File: src/rtl/vc_mem_arbiter_if.sv
// rtl/vc_mem_arbiter_if.sv - off-chip memory port shared by L1 fills and VC write-backs
interface vc_mem_arbiter_if #(
    parameter int TAG_WIDTH  = 20,
    parameter int LINE_BYTES = 16
) ();
    logic                    mem_req_valid;
    logic                    mem_req_ready;
    logic                    mem_req_write;
    logic [TAG_WIDTH-1:0]    mem_req_tag;
    logic [LINE_BYTES*8-1:0] mem_req_wdata;
    logic                    mem_resp_valid;
    logic [LINE_BYTES*8-1:0] mem_resp_rdata;

    modport master (
        output mem_req_valid, mem_req_write, mem_req_tag, mem_req_wdata,
        input  mem_req_ready, mem_resp_valid, mem_resp_rdata
    );

    modport slave (
        input  mem_req_valid, mem_req_write, mem_req_tag, mem_req_wdata,
        output mem_req_ready, mem_resp_valid, mem_resp_rdata
    );
endinterface

File: src/rtl/vc_mem_arbiter.sv
// rtl/vc_mem_arbiter.sv - L1-priority memory arbiter with VC starvation limit and same-tag hazard ordering
module vc_mem_arbiter #(
    parameter int TAG_WIDTH    = 20,
    parameter int LINE_BYTES   = 16,
    parameter int STARVE_LIMIT = 4
) (
    input  logic                    clk,
    input  logic                    rst_n,
    input  logic                    l1_req,
    input  logic [TAG_WIDTH-1:0]    l1_tag,
    output logic                    l1_resp_valid,
    output logic [LINE_BYTES*8-1:0] l1_resp_rdata,
    input  logic                    vc_req,
    input  logic [TAG_WIDTH-1:0]    vc_tag,
    input  logic [LINE_BYTES*8-1:0] vc_wdata,
    output logic                    vc_resp_valid,
    vc_mem_arbiter_if.master        mem,
    output logic                    busy,
    output logic                    owner
);
    typedef enum logic [1:0] {S_IDLE = 2'd0, S_ISSUE = 2'd1, S_WAIT = 2'd2} state_t;

    localparam logic [3:0] STARVE_MAX = 4'(STARVE_LIMIT);

    state_t     state, state_nxt;
    logic       owner_nxt;
    logic [3:0] starve_cnt, starve_nxt;
    logic       grant_vc;
    logic       issue, resp_hit;

    always_ff @(posedge clk or negedge rst_n) begin
        if (!rst_n) begin
            state      <= S_IDLE;
            owner      <= 1'b0;
            starve_cnt <= 4'd0;
        end else begin
            state      <= state_nxt;
            owner      <= owner_nxt;
            starve_cnt <= starve_nxt;
        end
    end

    always_comb begin
        state_nxt  = state;
        owner_nxt  = owner;
        starve_nxt = starve_cnt;
        grant_vc   = 1'b0;
        case (state)
            S_IDLE: begin
                if (l1_req || vc_req) begin
                    // VC wins a tie on a matching tag so the fill never reads stale memory
                    grant_vc  = vc_req && (!l1_req || (l1_tag == vc_tag) || (starve_cnt == STARVE_MAX));
                    owner_nxt = grant_vc;
                    state_nxt = S_ISSUE;
                    if (!grant_vc && vc_req)
                        starve_nxt = (starve_cnt == STARVE_MAX) ? starve_cnt : starve_cnt + 4'd1;
                    else
                        starve_nxt = 4'd0;
                end
            end
            S_ISSUE: if (mem.mem_req_ready)  state_nxt = S_WAIT;
            S_WAIT:  if (mem.mem_resp_valid) state_nxt = S_IDLE;
            default: state_nxt = S_IDLE;
        endcase
    end

    assign issue    = (state == S_ISSUE);
    assign resp_hit = (state == S_WAIT) && mem.mem_resp_valid;

    assign mem.mem_req_valid = issue;
    assign mem.mem_req_write = issue && owner;
    assign mem.mem_req_tag   = !issue ? '0 : (owner ? vc_tag : l1_tag);
    assign mem.mem_req_wdata = (issue && owner) ? vc_wdata : '0;

    assign l1_resp_valid = resp_hit && !owner;
    assign vc_resp_valid = resp_hit && owner;
    assign l1_resp_rdata = l1_resp_valid ? mem.mem_resp_rdata : '0;
    assign busy          = (state != S_IDLE);

    a_l1_hold: assert property (@(posedge clk) disable iff (!rst_n)
        ((state != S_IDLE) && !owner) |-> l1_req);
    a_vc_hold: assert property (@(posedge clk) disable iff (!rst_n)
        ((state != S_IDLE) && owner) |-> vc_req);
endmodule
File: src/flat_wrapper.sv
// flat-port wrapper written by rule: the top's interface ports become plain ports
module vc_mem_arbiter_flat 
#(
    parameter int TAG_WIDTH    = 20,
    parameter int LINE_BYTES   = 16,
    parameter int STARVE_LIMIT = 4
)
  (clk, rst_n, l1_req, l1_tag, l1_resp_valid, l1_resp_rdata, vc_req, vc_tag, vc_wdata, vc_resp_valid, busy, owner, mem_mem_req_valid, mem_mem_req_write, mem_mem_req_tag, mem_mem_req_wdata, mem_mem_req_ready, mem_mem_resp_valid, mem_mem_resp_rdata);
  vc_mem_arbiter_if #(.TAG_WIDTH(TAG_WIDTH), .LINE_BYTES(LINE_BYTES)) mem_i ();
  input  logic clk;
  input  logic rst_n;
  input  logic l1_req;
  input  logic [TAG_WIDTH-1:0] l1_tag;
  output logic l1_resp_valid;
  output logic [LINE_BYTES*8-1:0] l1_resp_rdata;
  input  logic vc_req;
  input  logic [TAG_WIDTH-1:0] vc_tag;
  input  logic [LINE_BYTES*8-1:0] vc_wdata;
  output logic vc_resp_valid;
  output logic busy;
  output logic owner;
  output wire logic [$bits(mem_i.mem_req_valid)-1:0] mem_mem_req_valid;
  output wire logic [$bits(mem_i.mem_req_write)-1:0] mem_mem_req_write;
  output wire logic [$bits(mem_i.mem_req_tag)-1:0] mem_mem_req_tag;
  output wire logic [$bits(mem_i.mem_req_wdata)-1:0] mem_mem_req_wdata;
  input wire logic [$bits(mem_i.mem_req_ready)-1:0] mem_mem_req_ready;
  input wire logic [$bits(mem_i.mem_resp_valid)-1:0] mem_mem_resp_valid;
  input wire logic [$bits(mem_i.mem_resp_rdata)-1:0] mem_mem_resp_rdata;
  assign mem_mem_req_valid = mem_i.mem_req_valid;
  assign mem_mem_req_write = mem_i.mem_req_write;
  assign mem_mem_req_tag = mem_i.mem_req_tag;
  assign mem_mem_req_wdata = mem_i.mem_req_wdata;
  assign mem_i.mem_req_ready = mem_mem_req_ready;
  assign mem_i.mem_resp_valid = mem_mem_resp_valid;
  assign mem_i.mem_resp_rdata = mem_mem_resp_rdata;
  vc_mem_arbiter #(.TAG_WIDTH(TAG_WIDTH), .LINE_BYTES(LINE_BYTES), .STARVE_LIMIT(STARVE_LIMIT)) u_core (.clk(clk), .rst_n(rst_n), .l1_req(l1_req), .l1_tag(l1_tag), .l1_resp_valid(l1_resp_valid), .l1_resp_rdata(l1_resp_rdata), .vc_req(vc_req), .vc_tag(vc_tag), .vc_wdata(vc_wdata), .vc_resp_valid(vc_resp_valid), .mem(mem_i), .busy(busy), .owner(owner));
endmodule
File: config.mk
export PLATFORM = sky130hd
export DESIGN_NAME = vc_mem_arbiter_flat
export DESIGN_NICKNAME = d
export VERILOG_FILES = /design/src/rtl/vc_mem_arbiter_if.sv /design/src/rtl/vc_mem_arbiter.sv /design/src/flat_wrapper.sv
export SDC_FILE = /design/constraint.sdc
export NUM_CORES = 1
export LEC_CHECK = 0
export CAP_MARGIN = 5
export CELL_PAD_IN_SITES_DETAIL_PLACEMENT = 2
export CELL_PAD_IN_SITES_GLOBAL_PLACEMENT = 2
export CORE_AREA = 2 2 225 227
export DETAILED_ROUTE_END_ITERATION = 8
export DIE_AREA = 0 0 227 229
export HOLD_SLACK_MARGIN = 0.08
export MAX_ROUTING_LAYER = met4
export PLACE_DENSITY_LB_ADDON = 0.1
export REMOVE_ABC_BUFFERS = 1
export SETUP_SLACK_MARGIN = 0.2
export SLEW_MARGIN = 20
export SYNTH_ARGS = -nofsm -noshare
export SYNTH_HDL_FRONTEND = slang
export SYNTH_SLANG_ARGS = --single-unit
File: constraint.sdc
create_clock -name clk -period 1.5 [get_ports clk]
set_input_delay 0.3 -clock clk [delete_from_list [all_inputs] [get_ports clk]]
set_output_delay 0.3 -clock clk [all_outputs]
set_load 0.05 [all_outputs]
# ---- Word level (Yosys, flattened, before mapping)
# Index checks and enable logic that the tools add are counted.
dict set report op_classes {
  add_sub_neg 1
  n_mul 0
  n_div 0
  n_lt_le_gt_ge 0
  n_eq_ne 8
  n_shift 0
  muxes 10
  bitwise_logic 0
  reduce_logical 17
}
# operator n
set op_table {}
lappend op_table {{128-bit two-way mux} 2}
lappend op_table {{20-bit two-way mux} 2}
lappend op_table {{20-bit equality test} 1}
lappend op_table {{4-bit two-way mux} 2}
lappend op_table {{1-bit logical AND} 6}
lappend op_table {{2-bit two-way mux} 3}
lappend op_table {{2-bit inequality test (second input constant)} 3}
lappend op_table {{2-bit case mux with 3 select lines} 1}
lappend op_table {{3-bit AND reduction} 2}
lappend op_table {{4-bit by 1-bit adder with 4-bit output (second input constant)} 1}
lappend op_table {{4-bit by 3-bit equality test with 1-bit output (second input constant)} 1}
lappend op_table {{1-bit zero test} 3}
lappend op_table {{1-bit logical OR} 3}
lappend op_table {{2-bit by 1-bit equality test with 1-bit output (second input constant)} 1}
lappend op_table {{2-bit equality test (second input constant)} 1}
lappend op_table {{2-bit zero test} 1}
lappend op_table {{2-bit by 1-bit inequality test with 1-bit output (second input constant)} 1}
lappend op_table {{2-bit AND reduction} 1}
lappend op_table {{2-bit nonzero test} 1}
dict set report totals {
  reg_bits 7
  latch_bits 0
  ram_bits 0
  mem_bits_ro 0
  in_bits 302
  out_inout_bits 282
  n_memories 0
}

# ---- Logic depth before layout (Yosys ltp)
dict set report logic_depth {
  depth_word 8
  depth_mapped 7
  mapped_depth_nobuf 7
}

# ---- Worst setup path before layout
# No wires, ideal clock.
dict set report synth_path {
  path_kind {reg-to-output}
  start {register u_core.owner}
  end {output mem_mem_req_tag[0]}
  arrival_time_ns 1.853
  t_required_ns 1.200
  path_slack_ns -0.653
  stages_incl_launch_ff 5
  cell_sequence {dfrtp_1 -> buf_2 -> buf_2 -> mux2i_1 -> nor2_1}
}
dict set report synth_via {
  elab_chain_cells 2
}
# item line_no
set synth_rtl {}
lappend synth_rtl {{from (decl)} vc_mem_arbiter.sv:19} ;# output logic owner
lappend synth_rtl {{from (signal assigned)} vc_mem_arbiter.sv:38} ;# owner <= owner_nxt;
lappend synth_rtl {{20-bit two-way mux (2 in series)} vc_mem_arbiter.sv:72} ;# assign mem.mem_req_tag = !issue ? '0 : (owner ? vc_tag : l1_tag);
lappend synth_rtl {{to (decl)} flat_wrapper.sv:24} ;# output wire logic [$bits(mem_i.mem_req_tag)-1:0] mem_mem_req_tag;
# Every way passes these cells.

# ---- Worst setup path after layout
dict set report layout_path {
  start {register u_core.state[0]}
  end {output l1_resp_rdata[58]}
}
dict set report layout_via {
  elab_chain_cells 4
}
# item line_no
set layout_rtl {}
lappend layout_rtl {{from (decl)} vc_mem_arbiter.sv:25} ;# state_t state, state_nxt;
lappend layout_rtl {{from (signal assigned)} vc_mem_arbiter.sv:37} ;# state <= state_nxt;
lappend layout_rtl {{2-bit equality test} vc_mem_arbiter.sv:68} ;# assign resp_hit = (state == S_WAIT) && mem.mem_resp_valid;
lappend layout_rtl {{1-bit logical AND} vc_mem_arbiter.sv:68}
lappend layout_rtl {{1-bit logical AND} vc_mem_arbiter.sv:75} ;# assign l1_resp_valid = resp_hit && !owner;
lappend layout_rtl {{128-bit two-way mux} vc_mem_arbiter.sv:77} ;# assign l1_resp_rdata = l1_resp_valid ? mem.mem_resp_rdata : '0;
lappend layout_rtl {{to (decl)} flat_wrapper.sv:15} ;# output logic [LINE_BYTES*8-1:0] l1_resp_rdata;
# Every way passes these cells.

==> impl_results.rst <==
.. list-table::
   :header-rows: 1

   * - Metric
     - Value
   * - Type of element launching the critical path
     - register
   * - Setup repair after global routing missed its margin
     - yes
   * - Via count of the first global-routing pass
     - about 5800
   * - Number of levels in the clock H-tree
     - 1
   * - Worst Clk Skew
     - around 0.00023 ns
   * - Number of buffers created by CTS
     - 3
   * - Antenna violations before repair
     - 7
   * - Most frequent cells in the layout
     - clkdlybuf4s50_1 (301), buf_12 (286), and2_4 (124), and3_1 (72), and3_4 (58)
   * - Synth warn
     - 0
   * - Sequential share of the synthesized area
     - under 10%
   * - Number of clock sinks
     - 7
   * - Max Fanout on Critical Path
     - 4
   * - Layout-stage area growth over the synthesis result
     - 393%
   * - Number of maximum-capacitance violations
     - 0
   * - Final weighted congestion of routability-driven global placement
     - between 0.8 and 0.9
   * - Worst endpoint required time
     - roughly 1.2 ns
   * - Pins Over Slew Limit
     - 0
   * - Outcome
     - complete, but fails checks
   * - Hold Violations, Final
     - 0
   * - Net count, final
     - between 1000 and 1500
   * - CORE AREA
     - around 50000 µm²
   * - Netlist Area Pre-Place
     - about 2700 µm²
   * - Longest individual stage delay on the worst path
     - 0.40 ns
   * - Clk_lat worst skew
     - roughly 0.23 ns
   * - Library cell used as clock root buffer
     - clkbuf_16
   * - Unique masters post-synth
     - 30
   * - DPL Wire Length
     - between 30000 and 40000 µm
   * - Global-route wire length before repair
     - 49600 µm
   * - Ratio of cells with drive above 1 in the final layout
     - 52.4%
   * - Signal arrival time at the worst endpoint
     - between 1.5 and 2 ns
   * - Setup slack after layout
     - -0.505 ns
   * - Hold_buf cts
     - 0
   * - I/O pin cnt
     - ~580
   * - Number of synthesized flops with an enable pin
     - 0
   * - Post-route DRC violation count
     - 0
   * - Fmax achieved
     - 499 MHz
   * - Final critical-path share of the clock period
     - 134%
   * - Largest voltage drop on the vdd net
     - roughly 0.50 mV
   * - Leakage power
     - around 5.5 nW
   * - Tot GR Track Use
     - approximately 14%
   * - Routed length per instance
     - around 22 µm
   * - Post-synthesis instance total
     - roughly 420
   * - Number of port buffers
     - just under 600
   * - Detailed Route WL
     - roughly 38000 µm
   * - Pin count of the biggest net entering global routing
     - 38
   * - Worst slew slack as a fraction of its limit
     - between 70% and 80%
   * - Height of the chip
     - ~230 µm
   * - Mean cell area of the mapped netlist
     - around 6.5 µm²
   * - Remaining antenna violation count
     - 0
   * - Number of design-rule violations left by the first detailed-router iteration
     - 128
   * - Horizontal die dimension
     - between 200 and 250 µm
   * - GRT overflow
     - 0
   * - Failing checks
     - setup timing
   * - CTS clock-pin slew for the worst setup and hold paths
     - 0.04 ns
   * - Share of the core filled with cells in the final layout
     - 27.0%
   * - Tightest Hold Check Type
     - input pin to asynchronous set/reset pin
   * - CP max stage cell
     - dfrtp_1
   * - Clk buf depth
     - 2
   * - Commonest register cell after synthesis
     - dfrtp_1
   * - Via count
     - between 5000 and 6000
   * - Most frequent standard cell in the layout excluding fill and tap cells
     - clkdlybuf4s50_1
   * - Number of placement rows
     - 82
   * - Total iterations of the first detailed-routing run
     - 4
   * - Critical path type
     - register to output port
   * - Synth Register Bits
     - 7
   * - Detail-routed via count per cell
     - 3.23
   * - Full die area
     - between 50000 and 60000 µm²
   * - Most used cell, CP
     - buf_12
   * - Effective utilization at floorplan
     - around 5.5%
   * - Cells traversed along the worst timing path
     - nor2b_4 -> and3_4 -> buf_12 -> buf_4 -> buf_16 -> and2_4 -> buf_12
   * - Min Clock Period, post-route
     - between 2 and 2.5 ns
   * - Total power density per cell area
     - ~1200 nW/µm²
   * - DP Worst Slack
     - -0.532 ns
   * - Fraction of synthesis flops using an asynchronous set or reset pin
     - 100%
   * - TritonCTS clock tree
     - yes
   * - Capturing element type of the critical path
     - output port
   * - Worst-Margin Slew
     - around 0.37 ns
   * - Number of fill cells
     - ~5500
   * - Final setup viols
     - 287
-- registers in the layout, summed over array words and instances, names as in the netlist --
| signal | cells |
|---|---|
| u_core.state | 2 |
| u_core.owner | 1 |
| u_core.starve_cnt | 4 |
-- critical path, delay by kind of cell (launching register included) --
kind | cells | cell delay (ns)
buffers and inverters | 4 | 0.51
DFF | 1 | 0.40
and+or+nand+nor | 3 | 0.55
-- layer usage --
metal	vias up	GRT usage, %	wire [µm]
met5	-	-	0
met1	2629	14.2	13300
li1	2588	-	-
met2	228	27.7	21900
met3	10	3.00	2570
met4	0	1.21	277
-- synthesized netlist by cell type, types with 2 or more instances --
cell type,number,area [µm²]
and3_1,130,813
and2_1,128,801
nor2_1,23,86.3
mux2i_1,20,200
buf_2,18,90.1
clkbuf_1,17,63.8
xnor2_1,12,105
clkbuf_2,11,55.1
inv_1,8,30.0
xor2_1,8,70.1
dfrtp_1,7,175
nand2_1,6,22.5
o21ai_0,4,20.0
nand3_1,3,15.0
nand4_1,3,18.8
a31oi_1,2,12.5
ha_1,2,25.0
nand2b_1,2,12.5
nor4_2,2,25.0
-- power breakdown --
part,internal (W),switching [W]
Clock,0.000354,0.000104
Sequential,0.000263,0.0000554
Combinational,0.00712,0.00775
Total,0.00774,0.00791
-- final cells by class --
cell class              count  area (µm²)  share of cell area [%]
diodes                      7        17.5                   0.130
clock buffers               4        78.8                   0.587
inverters                   8        30.0                   0.224
multi-input cells         355        2910                    21.7
flip-flops and latches      7         179                    1.33
well taps                 672         841                    6.26
repair buffers            638        9370                    69.8
-- what timing repair did --
item | CTS | global route
buffers inserted | 6 | 0
cloned | 8 | 2
pin swaps | 17 | 1
gates resized for setup | 113 | 84
endpoints found under the setup margin | 288 | 289
-- per-stage QoR --
stage | total power [W] | cells | hold slack [ns] | cell area, µm² | setup TNS, ns
after detailed placement | 0.0143 | 1664 | 0.542 | 12400 | -92.47
after CTS | 0.0154 | 1682 | 0.374 | 13000 | -133.51
final | 0.0157 | 1691 | 0.354 | 13400 | -125.68
after global placement | 0.0143 | 1664 | 0.547 | 12400 | -86.93
after floorplan | 0.00540 | 370 | 0.00441 | 2510 | -684.37
after global routing | 0.0163 | 1691 | 0.380 | 13400 | -152.65
-- cell families after synthesis --
family / share of synthesized area (%)
compound gates: 2.57
mux: 7.35
buf+inv: 8.92
fa+ha+maj: 0.919
flops: 6.43
simple gates: 67.4
xor+xnor: 6.43
-- worst paths after layout --
check	from	to	slack, ns	cells after the start
setup reg to reg	u_core.starve_cnt[0]$_DFFE_PN0P_	u_core.starve_cnt[0]$_DFFE_PN0P_	-0.06	7
min in group clk	u_core.starve_cnt[2]$_DFFE_PN0P_	u_core.starve_cnt[2]$_DFFE_PN0P_	0.54	2
hold / removal	rst_n	u_core.starve_cnt[1]$_DFFE_PN0P_	0.35	1
max in group asynchronous	rst_n	u_core.owner$_DFFE_PN0P_	0.85	1
hold reg to reg	u_core.starve_cnt[2]$_DFFE_PN0P_	u_core.starve_cnt[2]$_DFFE_PN0P_	0.54	2
setup / recovery	u_core.state[0]$_DFFE_PN0P_	l1_resp_rdata[58]	-0.51	7
Note: power is estimated with default switching activity, not from simulation.
